$ cat config.mk
export PLATFORM = sky130hd
export DESIGN_NAME = reg_mult_sequencer
export DESIGN_NICKNAME = d
export VERILOG_FILES = /design/src/rtl/reg_mult_sequencer.sv
export SDC_FILE = /design/constraint.sdc
export NUM_CORES = 1
export LEC_CHECK = 0
export ABC_AREA = 0
export ABC_CLOCK_PERIOD_IN_PS = 3350
export CELL_PAD_IN_SITES_DETAIL_PLACEMENT = 0
export CELL_PAD_IN_SITES_GLOBAL_PLACEMENT = 1
export CORE_ASPECT_RATIO = 1.25
export CORE_UTILIZATION = 25
export CTS_CLUSTER_DIAMETER = 40
export DETAILED_ROUTE_END_ITERATION = 16
export PLACE_DENSITY_LB_ADDON = 0.1
export SYNTH_ARGS = -nofsm -noshare
export SYNTH_HDL_FRONTEND = slang
export SYNTH_SLANG_ARGS = --single-unit
$ cat constraint.sdc
create_clock -name clk -period 3.35 [get_ports clk]
set_input_delay 0.67 -clock clk [delete_from_list [all_inputs] [get_ports clk]]
set_output_delay 0.67 -clock clk [all_outputs]
set_load 0.005 [all_outputs]
$ cat src/rtl/reg_mult_sequencer.sv
// Register-file handshake sequencer: reads Rs/Rm, computes Rs*Rm^N mod 2^DATA_W, writes rd.
// Latency 9+32N cycles with a zero-wait responder; each req is held stable until ack arrives.
module reg_mult_sequencer #(
  parameter int DATA_W = 32,
  parameter int ADDR_W = 4,
  parameter int CNT_W  = 4
) (
  input  logic              clk,
  input  logic              rst_n,
  input  logic              start,
  input  logic [ADDR_W-1:0] rs_addr,
  input  logic [ADDR_W-1:0] rm_addr,
  input  logic [ADDR_W-1:0] rd_addr,
  input  logic [CNT_W-1:0]  iter_count,
  output logic              busy,
  output logic              done,
  output logic [DATA_W-1:0] result,
  output logic              req,
  input  logic              ack,
  output logic              read_enable,
  output logic [ADDR_W-1:0] in_address1,
  output logic [ADDR_W-1:0] in_address2,
  input  logic [DATA_W-1:0] out_data1,
  input  logic [DATA_W-1:0] out_data2,
  output logic              write_enable,
  output logic [ADDR_W-1:0] write_address,
  output logic [DATA_W-1:0] write_data
);

  localparam int BIT_W = $clog2(DATA_W);
  localparam logic [BIT_W-1:0] LAST_BIT = BIT_W'(DATA_W - 1);

  typedef enum logic [2:0] {IDLE, RD_REQ, RD_REL, MUL, WR_REQ, WR_REL, DONE} state_t;

  state_t            state;
  logic [DATA_W-1:0] acc;
  logic [DATA_W-1:0] m;
  logic [DATA_W-1:0] prod;
  logic [DATA_W-1:0] mcand;
  logic [CNT_W-1:0]  iter;
  logic [BIT_W-1:0]  bit_cnt;
  logic [DATA_W-1:0] prod_nxt;

  // acc doubles as the multiplier shift register; it is reloaded with the product at the end
  assign prod_nxt = prod + (acc[0] ? mcand : '0);

  always_ff @(posedge clk or negedge rst_n) begin
    if (!rst_n) begin
      state         <= IDLE;
      busy          <= 1'b0;
      done          <= 1'b0;
      result        <= '0;
      req           <= 1'b0;
      read_enable   <= 1'b0;
      write_enable  <= 1'b0;
      in_address1   <= '0;
      in_address2   <= '0;
      write_address <= '0;
      write_data    <= '0;
      acc           <= '0;
      m             <= '0;
      prod          <= '0;
      mcand         <= '0;
      iter          <= '0;
      bit_cnt       <= '0;
    end else begin
      done <= 1'b0;
      case (state)
        IDLE: begin
          if (start) begin
            in_address1   <= rs_addr;
            in_address2   <= rm_addr;
            write_address <= rd_addr;
            iter          <= iter_count;
            busy          <= 1'b1;
            // an abandoned handshake may leave ack high; req waits for it to clear
            req           <= ~ack;
            read_enable   <= ~ack;
            state         <= RD_REQ;
          end
        end
        RD_REQ: begin
          if (req && ack) begin
            acc         <= out_data1;
            m           <= out_data2;
            req         <= 1'b0;
            read_enable <= 1'b0;
            state       <= RD_REL;
          end else if (!req && !ack) begin
            req         <= 1'b1;
            read_enable <= 1'b1;
          end
        end
        RD_REL: begin
          if (!ack) begin
            if (iter != '0) begin
              prod    <= '0;
              mcand   <= m;
              bit_cnt <= '0;
              state   <= MUL;
            end else begin
              req          <= 1'b1;
              write_enable <= 1'b1;
              write_data   <= acc;
              state        <= WR_REQ;
            end
          end
        end
        MUL: begin
          prod    <= prod_nxt;
          mcand   <= mcand << 1;
          acc     <= acc >> 1;
          bit_cnt <= bit_cnt + 1'b1;
          if (bit_cnt == LAST_BIT) begin
            acc     <= prod_nxt;
            prod    <= '0;
            mcand   <= m;
            bit_cnt <= '0;
            iter    <= iter - 1'b1;
            if (iter == CNT_W'(1)) begin
              req          <= ~ack;
              write_enable <= ~ack;
              write_data   <= prod_nxt;
              state        <= WR_REQ;
            end
          end
        end
        WR_REQ: begin
          if (req && ack) begin
            req          <= 1'b0;
            write_enable <= 1'b0;
            state        <= WR_REL;
          end else if (!req && !ack) begin
            req          <= 1'b1;
            write_enable <= 1'b1;
          end
        end
        WR_REL: begin
          if (!ack) begin
            done   <= 1'b1;
            result <= acc;
            state  <= DONE;
          end
        end
        DONE: begin
          busy  <= 1'b0;
          state <= IDLE;
        end
        default: state <= IDLE;
      endcase
    end
  end

endmodule

After elaboration in Yosys (flattened, before gate mapping). Index checks and enable logic that the tools add are counted.

Bits in registers: 221. Input bits: 84. Output and inout port bits: 81. Logic and storage cells: 114.

Mux-type cells: 47. Add/subtract/negate cells: 3. Bitwise operators: 1. Equal/unequal tests: 20. Reductions and logical operators: 26.

Operator list (number): 32-bit 2-to-1 mux (13); 32-bit case mux with 2 select lines (4); 32-bit adder (1); 3-bit 2-to-1 mux (8); 2-bit inequality test, second input constant (9); 3-bit case mux with 6 select lines (1); 5-bit 2-to-1 mux (3); 7-bit AND reduction (2); 1-bit 2-to-1 mux (10); 5-bit case mux with 2 select lines (1); 2-bit AND reduction (5); 2-bit nonzero test (5); 3-bit == test, second input constant (3); 3-bit AND reduction (3); 4-bit 2-to-1 mux (2); 4-bit case mux with 2 select lines (1); 4-bit nonzero test (2); 3-bit by 2-bit == test with 1-bit output, second input constant (2); 3-bit inequality test, second input constant (2); 6-bit AND reduction (1); 5-bit by 1-bit adder with 5-bit output, second input constant (1); 5-bit == test, second input constant (1); 5-bit AND reduction (1); 4-bit by 1-bit == test with 1-bit output, second input constant (1); other kinds (12) (15).

Logic depth before layout (Yosys ltp). Gate-level depths: netlist (run 1).

Depth after elaboration: 5. Gate-level depth with buffers: 13. Mapped depth without buffers: 12.

Least setup slack after synthesis (run 1). OpenSTA, ideal clock, no wires.

Kind: reg2reg. Start: register acc[0]. End: register write_data[30]. Buffers on the path: 1. Data arrival time: 2815 ps. Clock period less this slack: 2957 ps. Data required time: 3207 ps. Stages on the path, launching flop included: 14. Path slack: 393 ps. Library setup time: 143 ps. Cell sequence: dfrtp_1 clkbuf_1 and2_1 ha_1 fa_1 a21oi_1 o221ai_2 o221ai_2 o21ai_2 a41oi_2 o311ai_1 a21oi_1 xor2_1 a31oi_1.

Word-level cells in the longest chain between the ends: 5.

Ends and longest elaborated chain: start: declaration (line 36) `logic [DATA_W-1:0] acc;`; start signal: assignment (line 84) `acc <= out_data1;`; start signal: assignment (line 112) `acc <= acc >> 1;`; start signal: assignment (line 115) `acc <= prod_nxt;`; 32-bit 2-to-1 mux (line 45) `assign prod_nxt = prod + (acc[0] ? mcand : '0);`; 32-bit adder (line 45); 32-bit 2-to-1 mux (line 120) `if (iter == CNT_W'(1)) begin`; 32-bit 2-to-1 mux (line 114) `if (bit_cnt == LAST_BIT) begin`; 32-bit case mux with 2 select lines (line 68) `case (state)`; end signal: assignment (line 123) `write_data <= prod_nxt;`; end: declaration (line 27) `output logic [DATA_W-1:0] write_data`.

No other way between the ends. The select of a mux whose other input is x is not followed. A chain may end at the register's enable or synchronous reset.

Worst setup path after layout (run 1).
Start: register acc[0]. End: register acc[31].

Word-level cells in the longest chain between the ends: 4.

Ends and longest elaborated chain (line): 32-bit 2-to-1 mux (45); 32-bit adder (45); 32-bit 2-to-1 mux (114); 32-bit case mux with 2 select lines (68).

No other way between the ends.

==> results of run 1 <==
metal layers:
layer / vias to the layer above / track usage / routed length (um)
met5: - / 0 / 0
met4: 0 / 0.0500 / 833
met3: 56 / 0.0292 / 1630
met2: 180 / 0.260 / 16700
met1: 4426 / 0.209 / 16400
li1: 4579 / - / -
cell usage after synthesis, types with 21 or more instances:
master	count	area, um2
a211oi_1	26	195
a21oi_1	53	265
a22o_1	27	236
a22oi_1	31	233
a31oi_1	34	213
and2_1	34	213
clkbuf_1	63	236
dfrtp_1	221	5530
ha_1	37	463
mux2_2	32	360
mux2i_1	21	210
nand2_1	312	1170
nor2_1	32	120
nor2b_1	21	131
o21ai_0	72	360
logic make-up (layout without fill, tap and decap cells):
group           count (synthesis)  in the layout
simple gates                  457            457
compound gates                305            305
flops                         221            221
buf+inv                        92            308
mux                            54             54
fa+ha+maj                      38             38
xor+xnor                       30             30
area by class of cell:
type / count / area, um2 / share of cell area
multi-input combinational: 884 / 5390 / 0.350
timing repair buffer: 206 / 2050 / 0.133
inverter: 17 / 63.8 / 0.00414
clock buffer: 53 / 1230 / 0.0798
clock inverter: 32 / 428 / 0.0278
tap: 572 / 716 / 0.0465
sequential: 221 / 5530 / 0.359
where the power goes:
group / internal [mW] / leakage (nW) / total [mW] / switching [mW]
combinational: 3.09 / 3.44 / 6.90 / 3.81
sequential: 3.87 / 2.75 / 4.77 / 0.897
clock: 3.27 / 0.799 / 4.88 / 1.61
registers in the layout, indices dropped and copies added (netlist names):
name           count
acc               32
bit_cnt            5
busy               1
done               1
in_address1        4
in_address2        4
iter               4
m                 32
mcand             32
prod              32
read_enable        1
req                1
result            32
state              3
write_address      4
write_data        32
write_enable       1
critical path, stage by stage, from the launching register on:
cell and delay (ns):
dfrtp_1 0.42, buf_12 0.17, and2_1 0.14, ha_1 0.39, and4_1 0.25, nand3_1 0.09, a311o_1 0.35, nand3_1 0.11
nand2_2 0.09, o21ba_1 0.24, o311a_1 0.39, xor2_1 0.19, a31o_1 0.23
worst paths after layout:
path	start	end
setup reg to reg	acc[0]	acc[31]
setup / recovery	acc[0]	acc[31]
hold reg to reg	m[26]	mcand[26]
max in group asynchronous	rst_n	prod[22]
hold / removal	rst_n	busy
min in group clk	m[26]	mcand[26]
per-stage QoR:
stage	area, um2	util	total power, mW
after floorplan	11200	-	8.78
after global placement	13700	0.311	11.8
after detailed placement	13700	0.311	11.8
after CTS	15400	0.349	16.8
after global routing	15400	0.349	17.8
final	15400	0.349	16.6
timing repair:
item / CTS / global route
buffers inserted: 0 / 1
endpoints found under the setup margin: 0 / 11
hold endpoints to repair: 0 / 0
resized for setup: 0 / 4
==> results by group, run 1 <==
Outcome
  • Status: finished, final reports clean

Global routing
  • Global-route wire length before repair: roughly 56,000 um
  • Number of global-route vias before repair: a little under 10k
  • Largest net degree at the start of global routing: between 70 and 80
  • Overall Global Routing Usage: 0.158
  • Overflow after GRT: 0
  • Initial antenna violation count: 0

Route
  • Antenna Nets Post-Route: 0
  • Vias: a little over 9k
  • Vias/cell: between 4 and 5
  • Routed wire per std cell: around 18 um
  • Residual DRC: 0
  • 1st-iter DRT viols: between 300 and 400
  • Pre-antenna DRT Iters: 7
  • Final wirelength: ~36,000 um

CTS
  • Clock Sinks: between 200 and 250
  • CTS max path bufs: 3
  • CTS tree: yes
  • Clock Latency Late Sink: between 0.5 and 0.6 ns
  • Total CTS buffers: between 40 and 50
  • Clk root buf: clkbuf_16
  • Clock slew at reported path FFs: around 0.05 ns
  • H-tree levels: 2
  • Cts hold-fix bufs: 0

Layout
  • Fillers: 4,596
  • Nets: 1,498
  • Share of post-route cells with drive strength above 1: 0.130
  • Antenna Cells: 0
  • Post-Layout Cell Count: approximately 2.0k
  • Most common cell after layout, fill and taps aside: nand2_1
  • Area Overhead vs Synth: 37.4%
  • Most frequent cells in the layout: nand2_1 (310), dfrtp_1 (220), clkdlybuf4s50_1 (163), o21ai_0 (72), a21oi_1 (50)

Critical path
  • Startpoint types: register
  • WP data arrival: 3.60 ns
  • Crit path required time: between 3 and 4 ns
  • FF-to-FF setup slack: around 0.19 ns
  • CP Max Fanout: 31
  • Setup CP Type: register to register
  • CP Capture Type: register
  • R2R cell count: 12

STA
  • Slew headroom: 0.576
  • Setup violations, final: 0
  • Final hold vios: 0
  • Slew Viols, Final: 0
  • Worst-Margin Slew: about 0.63 ns
  • Minimum clock period: approximately 3.2 ns
  • Setup TNS: 0 ns
  • Final hold slack: between 0.06 and 0.07 ns
  • Ratio of final minimum period to clock period: 0.943
  • Setup WS post-layout: approximately 0.19 ns
  • Setup Skew: approximately 0.021 ns
  • Max frequency: approximately 320 MHz

Power and ir drop
  • Max VDD drop: between 300 and 400 uV
  • PwrDens: 1070 nW/um2
  • P_leak: 6.98 nW

Synthesis
  • Ys Warns: 0
  • Post-synth EDFFs: 0
  • Post-synthesis simple-gate area fraction: 0.177
  • Compound-cell area share of the yosys netlist: 0.180
  • Async set or reset register ratio after synthesis: 1.00
  • Netlist cell types: 64
  • Largest family of logic cells by synthesized area: compound AO/OA/AOI/OAI gates
  • XOR/XNOR Fraction of Synth Area: 0.0234
  • Synth Flop Type: dfrtp_1
  • Post-synthesis sequential area ratio: 0.493
  • Post-synthesis mux area share: 0.0519
  • #FFs+latches synth: 221
  • Gate count of the mapped netlist: around 1.2k
  • Adder-cell share of the synthesized area: 0.0431
  • Syn Area/Cell: between 9 and 10 um2
  • Mapped Area: about 11,000 um2
  • Mapped Nets: 1,319

Die
  • Placeable Area: approximately 44,000 um2
  • Die Wd: between 150 and 200 um
  • Initial Utilization: 0.254
  • Die area: roughly 46,000 um2
  • Rows: 86
  • IO Pins: ~170
  • Die height: between 200 and 250 um

Placed design
  • Inst Count DP: between 1.5k and 2k
  • Pre-CTS setup slack: roughly 0.10 ns
  • GP Congestion: between 0.7 and 0.8
  • Post-DP HPWL: around 26,000 um
  • Port Buffers: between 150 and 200

Worst hold path
  • Hold Crit Class: input pin to async pin

Job
  • Total of max-cap violations: 0
(Power assumes the default switching activity.)
==> run 2, diff against run 1 <==
--- a/config.mk
+++ b/config.mk
@@ -7,13 +7,12 @@
 export LEC_CHECK = 0
 export ABC_AREA = 0
 export ABC_CLOCK_PERIOD_IN_PS = 3350
-export CELL_PAD_IN_SITES_DETAIL_PLACEMENT = 0
-export CELL_PAD_IN_SITES_GLOBAL_PLACEMENT = 1
 export CORE_ASPECT_RATIO = 1.25
 export CORE_UTILIZATION = 25
 export CTS_CLUSTER_DIAMETER = 40
 export DETAILED_ROUTE_END_ITERATION = 16
-export PLACE_DENSITY_LB_ADDON = 0.1
+export GPL_ROUTABILITY_DRIVEN = 0
+export SKIP_LAST_GASP = 1
 export SYNTH_ARGS = -nofsm -noshare
 export SYNTH_HDL_FRONTEND = slang
 export SYNTH_SLANG_ARGS = --single-unit
==> run 2 against run 1 <==
Against the previous run: combinational power decreased by 4.9%; maximum frequency decreased by 2.4%; final area decreased by 5.5%; via count increased by 0.25%; sequential share of layout area increased by 2.1 points.
==> results by group, run 2 (synthesis results as in run 1) <==
CTS
  • Clock slew at reported path FFs: 0.06 ns (about the same)
  • Total CTS buffers: 28 (-39%)
  • Post-CTS setup buffers: 0 (unchanged)
  • CTS max path bufs: 3 (unchanged)
  • Clock Latency Late Sink: 0.55 ns (about the same)
  • CTS tree: yes
  • H-tree levels: 1 (-1)
  • Post-CTS Resized: 0 (unchanged)
  • Clk root buf: clkbuf_16
  • Cts hold-fix bufs: 0 (unchanged)
  • Clock Sinks: 221 (unchanged)

STA
  • Slew Viols, Final: 0 (unchanged)
  • Setup violations, final: 0 (unchanged)
  • Minimum clock period: 3.24 ns (+0.0776 ns)
  • Worst-Margin Slew: 0.690 ns (+0.0565 ns)
  • Setup Skew: 0.0184 ns (-0.00283 ns)
  • Ratio of final minimum period to clock period: 0.966 (+0.0232)
  • Max frequency: 309 MHz (-2.4%)
  • Slew headroom: 0.540 (-0.0366)
  • Final hold vios: 0 (unchanged)

Route
  • Vias/cell: 4.79 (+2.9%)
  • Final wirelength: 32,400 um (-8.9%)
  • Pre-antenna DRT Iters: 5 (-2)
  • Vias: 9,264 (+0.25%)
  • Residual DRC: 0 (unchanged)
  • Routed wire per std cell: 16.8 um (-6.5%)
  • Antenna Nets Post-Route: 0 (unchanged)
  • 1st-iter DRT viols: 579 (+54%)

Power and ir drop
  • Reg power frac: 0.334 (+0.046)
  • Max VDD drop: 464 uV (+16%)
  • Comb pwr share: 0.454 (+0.037)
  • P_leak: 6.55 nW (-6.2%)
  • Internal power: 8.71 mW (-15%)
  • Clock Power Share: 0.212 (-0.083)
  • Sw frac: 0.397 (+0.0150)
  • Power consumption: 14.4 mW (-13%)
  • PwrDens: 992 nW/um2 (-7.7%)
  • Net Switching: 5.73 mW (-9.3%)

Critical path
  • Startpoint types: register
  • CP Capture Type: register
  • Slowest CP cell: dfrtp_1
  • Most used cell, CP: nand3_1
  • Setup CP Type: register to register
  • Crit path required time: 3.80 ns (about the same)
  • Cell Chain, Critical Path: buf_12, and2_1, ha_2, and4_1, nand3_1, a311o_1, nand3_1, nand2_2, o21ba_1, o311a_1, xor2_1, a31o_1
  • FF-to-FF Start: acc[0]
  • CP Max Fanout: 33 (+6.5%)
  • Setup crit start: acc[0]
  • CP peak stage delay: 0.42 ns (about the same)
  • WP data arrival: 3.68 ns (+0.08 ns)

Layout
  • Final Core Density: 0.330 (-0.0192)
  • Share of post-route cells with drive strength above 1: 0.0962 (-0.0333)
  • Antenna Cells: 0 (unchanged)
  • Most common cell after layout, fill and taps aside: nand2_1
  • Post-Layout Cell Count: 1,934 (-2.6%)
  • Area Overhead vs Synth: 29.9%
  • Fin area: 14,600 um2 (-5.5%)
  • Nets: 1,464 (-2.3%)
  • Most frequent cells in the layout: nand2_1 (310), dfrtp_1 (220), clkdlybuf4s50_1 (163), o21ai_0 (72), a21oi_1 (51)
  • Fillers: 4,559 (-0.81%)

Placed design
  • Post-DP Area: 13,600 um2 (-1.0%)
  • Inst Count DP: 1,884 (-0.79%)
  • Post-DP HPWL: 23,900 um (-7.3%)
  • Port Buffers: 164 (unchanged)

Global routing
  • Overflow after GRT: 0 (unchanged)
  • Initial antenna violation count: 0 (unchanged)
  • Global-route wire length before repair: 51,900 um (-8.1%)
  • Overall Global Routing Usage: 0.141 (-0.0169)
  • Largest net degree at the start of global routing: 83 (+6.4%)
  • Number of global-route vias before repair: 9,490 (-2.6%)

Die
  • Die area: 45,700 um2 (unchanged)
  • Rows: 86 (unchanged)
  • IO Pins: 165 (unchanged)
  • Initial Utilization: 0.254 (unchanged)
  • Die Wd: 191 um (unchanged)
  • Placeable Area: 44,100 um2 (unchanged)
  • Die height: 239 um (unchanged)

Worst hold path
  • Hold Crit Class: input pin to async pin

Job
  • Total of max-cap violations: 0 (unchanged)

Outcome
  • Status: finished, final reports clean
run 2: cell count changes in the layout (fill, tap and decap cells not counted), sizes merged:
cell | before | now
bufinv | 8 | 3
buf | 43 | 27
inv | 22 | 20
clkbuf | 53 | 38
clkinv | 14 | 5
clkinvlp | 5 | 1
run 2: power groups by stage:
stage | logic [mW] | clock network (mW) | registers (mW)
2_1_floorplan | 4.26 | 0 | 4.52
3_3_place_gp | 6.46 | 0 | 4.83
3_5_place_dp | 6.58 | 0 | 4.86
4_1_cts | 6.60 | 3.15 | 4.82
5_1_grt | 7.33 | 3.26 | 4.98
6_report | 6.56 | 3.06 | 4.82
run 2: path summary, 6_finish.rpt:
kind | endpoint | slack, ns | cells after the start
worst min-delay path | req | 0.09 | 1
worst min register to register | in_address2[3] | 0.47 | 2
max in group asynchronous | state[2] | 2.36 | 2
worst max-delay path | acc[31] | 0.11 | 12
min in group clk | in_address2[3] | 0.47 | 2
worst max register to register | acc[31] | 0.11 | 12
run 2: worst max-delay path, delay by kind of cell, from the launching register on:
kind | cells | cell delay (ns)
fa+ha+maj | 1 | 0.39
buf+inv | 1 | 0.17
flops | 1 | 0.42
simple gates | 5 | 0.71
compound gates | 4 | 1.24
xor+xnor | 1 | 0.19
run 2: cell type report:
type / count / area [um2] / area share
tap: 572 / 716 / 0.0492
inverter: 17 / 63.8 / 0.00438
timing repair buffer: 190 / 1900 / 0.131
clock inverter: 12 / 174 / 0.0119
clock buffer: 38 / 778 / 0.0535
sequential: 221 / 5530 / 0.380
multi-input combinational: 884 / 5390 / 0.370
run 2: per-stage QoR:
| step | hold slack, ns | setup TNS [ns] | setup slack, ns |
|---|---|---|---|
| floorplan | 0.374 | 0 | 0.393 |
| global placement | 0.457 | 0 | 0.212 |
| detailed placement | 0.458 | 0 | 0.151 |
| CTS | 0.127 | 0 | 0.135 |
| global route | 0.145 | -0.00155 | -0.00155 |
| finish | 0.0868 | 0 | 0.114 |
run 2: per-layer routing:
layer  track usage  up-vias  share of wire
met5             0        -              0
met4        0.0404        0          0.021
met3        0.0220       49          0.052
met2         0.237      263           0.48
met1         0.187     4477           0.45
li1              -     4475              -
==> run 3, diff against run 2 <==
--- a/config.mk
+++ b/config.mk
@@ -9,6 +9,7 @@
 export ABC_CLOCK_PERIOD_IN_PS = 3350
 export CORE_ASPECT_RATIO = 1.25
 export CORE_UTILIZATION = 25
+export CTS_BUF_LIST = sky130_fd_sc_hd__clkbuf_8
 export CTS_CLUSTER_DIAMETER = 40
 export DETAILED_ROUTE_END_ITERATION = 16
 export GPL_ROUTABILITY_DRIVEN = 0
==> run 3 against run 2 <==
Against the previous run: sequential cell count did not move; clock skew rose by 0.016 ns; cell count increased by 0.72%; largest power group unchanged; first-iteration DRC count decreased by 3.6%; power down 3.3%.
==> results by group, run 3 (synthesis results as in run 1) <==
Layout
  • Antenna Cells: 0 (unchanged)
  • Most frequent cells in the layout: nand2_1 (310), dfrtp_1 (220), clkdlybuf4s50_1 (163), o21ai_0 (72), a21oi_1 (52)
  • Most common cell after layout, fill and taps aside: nand2_1
  • Fillers: 4,565 (+0.13%)
  • Area Overhead vs Synth: 28.6%
  • Share of post-route cells with drive strength above 1: 0.104 (+0.00774)
  • Nets: 1,473 (+0.61%)

Global routing
  • Number of global-route vias before repair: 9,524 (+0.36%)
  • Initial antenna violation count: 0 (unchanged)
  • Layer with the highest usage: met2
  • GR Util met1: 0.185 (-0.00126)
  • Overall Global Routing Usage: 0.143 (+0.00181)
  • Global-route wire length before repair: 52,000 um (+0.32%)
  • GRT met2 Usage: 0.237 (about the same)
  • Largest net degree at the start of global routing: 83 (unchanged)
  • Overflow after GRT: 0 (unchanged)
  • Routing usage on met3: 0.0272 (+0.00514)

Critical path
  • Delay-heaviest family, CP: compound AO/OA/AOI/OAI gates
  • Slowest CP cell: dfrtp_1
  • Setup CP Type: register to register
  • FF-to-FF Start: acc[0]
  • CP Max Fanout: 33 (unchanged)
  • Startpoint types: register
  • CP peak stage delay: 0.42 ns (about the same)
  • Crit path required time: 3.80 ns (about the same)
  • FF-to-FF setup slack: 0.14 ns (+0.02 ns)
  • Worst R2R End: acc[31]
  • R2R cell count: 12 (unchanged)
  • Worst Path Buf+Inv: 1 (unchanged)
  • Cell Chain, Critical Path: buf_12, and2_1, ha_1, and4_1, nand3_1, a311o_1, nand3_1, nand2_2, o21ba_1, o311a_1, xor2_1, a31o_1
  • CP Capture Type: register
  • WP data arrival: 3.66 ns (-0.02 ns)
  • Setup crit start: acc[0]
  • Most used cell, CP: nand3_1

Job
  • Total of max-cap violations: 0 (unchanged)

Die
  • Die height: 239 um (unchanged)
  • Initial Utilization: 0.254 (unchanged)
  • Die Wd: 191 um (unchanged)
  • IO Pins: 165 (unchanged)
  • Die area: 45,700 um2 (unchanged)
  • Placeable Area: 44,100 um2 (unchanged)
  • Rows: 86 (unchanged)

Power and ir drop
  • PwrDens: 969 nW/um2 (-2.3%)
  • Net Switching: 5.65 mW (-1.4%)
  • Sw frac: 0.405 (+0.00783)
  • Power consumption: 14.0 mW (-3.3%)
  • Internal power: 8.32 mW (-4.5%)
  • Reg power frac: 0.345 (+0.011)
  • Max VDD drop: 455 uV (-2.0%)
  • Comb pwr share: 0.468 (+0.014)
  • Clock Power Share: 0.187 (-0.025)
  • P_leak: 6.53 nW (-0.31%)

CTS
  • CTS max path bufs: 3 (unchanged)
  • Clk root buf: clkbuf_8
  • H-tree levels: 2 (+1)
  • Clock Sinks: 221 (unchanged)
  • CTS tree: yes
  • Clock slew at reported path FFs: 0.07 ns (about the same)
  • Clock Latency Late Sink: 0.56 ns (about the same)
  • Total CTS buffers: 37 (+32%)

Route
  • Pre-antenna DRT Iters: 6 (+1)
  • Final wirelength: 32,600 um (+0.48%)
  • 1st-iter DRT viols: 558 (-3.6%)
  • Routed wire per std cell: 16.7 um (-0.25%)
  • Antenna Nets Post-Route: 0 (unchanged)
  • Residual DRC: 0 (unchanged)
  • Vias/cell: 4.80 (+0.30%)
  • Vias: 9,359 (+1.0%)

STA
  • Ratio of final minimum period to clock period: 0.960 (-0.00638)
  • Worst-Margin Slew: 0.685 ns (-0.00518 ns)
  • Setup violations, final: 0 (unchanged)
  • Minimum clock period: 3.21 ns (-0.0214 ns)
  • Setup WS post-layout: 0.135 ns (+0.0214 ns)
  • Final hold vios: 0 (unchanged)
  • Setup Skew: 0.0344 ns (+0.0160 ns)
  • Final hold slack: 0.0828 ns (-0.00405 ns)
  • Slew headroom: 0.543 (+0.00345)
  • Slew Viols, Final: 0 (unchanged)
  • Max frequency: 311 MHz (+0.67%)

Placed design
  • Post-DP HPWL: 23,900 um (unchanged)
  • Pre-CTS setup slack: 0.151 ns (unchanged)
  • Port Buffers: 164 (unchanged)

Outcome
  • Status: finished, final reports clean

Worst hold path
  • Hold Crit Class: input pin to async pin
## run 3: cell count changes in the layout (fill, tap and decap cells not counted), sizes merged
cell | before | now
inv | 20 | 21
clkinvlp | 1 | 2
clkbuf | 38 | 50
bufinv | 3 | 2
clkinv | 5 | 6
## run 3: layout make-up
class                   instances  area [um2]  area share
inverters                      17        63.8     0.00443
clock inverters                14         123     0.00851
repair buffers                190        1900       0.132
clock buffers                  50         688      0.0478
well taps                     572         716      0.0497
flip-flops and latches        221        5530       0.384
multi-input cells             884        5390       0.374
## run 3: worst reg2reg max path: cells and delay by family, from the launching register on
| family | cells | cell delay [ns] |
|---|---|---|
| AO/OA/AOI/OAI | 4 | 1.25 |
| AND/OR/NAND/NOR | 5 | 0.73 |
| flip-flops | 1 | 0.42 |
| adder cells (fa/ha/maj) | 1 | 0.37 |
| XOR/XNOR | 1 | 0.19 |
| buffers and inverters | 1 | 0.17 |
## run 3: metal layers
layer  part of all wire  vias up
li1                   -     4506
met1               0.45     4531
met2               0.47      265
met3              0.054       57
met4              0.026        0
met5                  0        -
## run 3: worst max-delay path by stage
| stage | depth (start not counted) | to | slack (ns) |
|---|---|---|---|
| final | 12 | acc[31] | 0.14 |
| after global routing | 12 | acc[31] | -0.002 |
| after CTS | 12 | acc[31] | 0.15 |
| after detailed placement | 12 | acc[31] | 0.15 |
| after global placement | 12 | write_data[30] | 0.21 |
| after floorplan | 13 | write_data[30] | 0.39 |
## run 3: repair_timing
action,4_1_cts,5_1_grt
hold buffers,0,0
setup endpoints to repair,0,10
gates resized for setup,0,3
setup buffers,0,0
## run 3: through the flow
stage	cell area, um2	setup TNS (ns)	std cells	utilization
2_1_floorplan	11200	0	1197	-
3_3_place_gp	13600	0	1884	0.308
3_5_place_dp	13600	0	1884	0.308
4_1_cts	14400	0	1948	0.326
5_1_grt	14400	-0.00191	1948	0.327
6_report	14400	0	1948	0.327
## run 3: power by group through the flow
stage          combinational, mW  clock, mW  sequential, mW
3_5_place_dp                6.58          0            4.86
5_1_grt                     7.32       2.81            4.98
3_3_place_gp                6.46          0            4.83
2_1_floorplan               4.26          0            4.52
4_1_cts                     6.60       2.70            4.82
6_report                    6.54       2.61            4.82
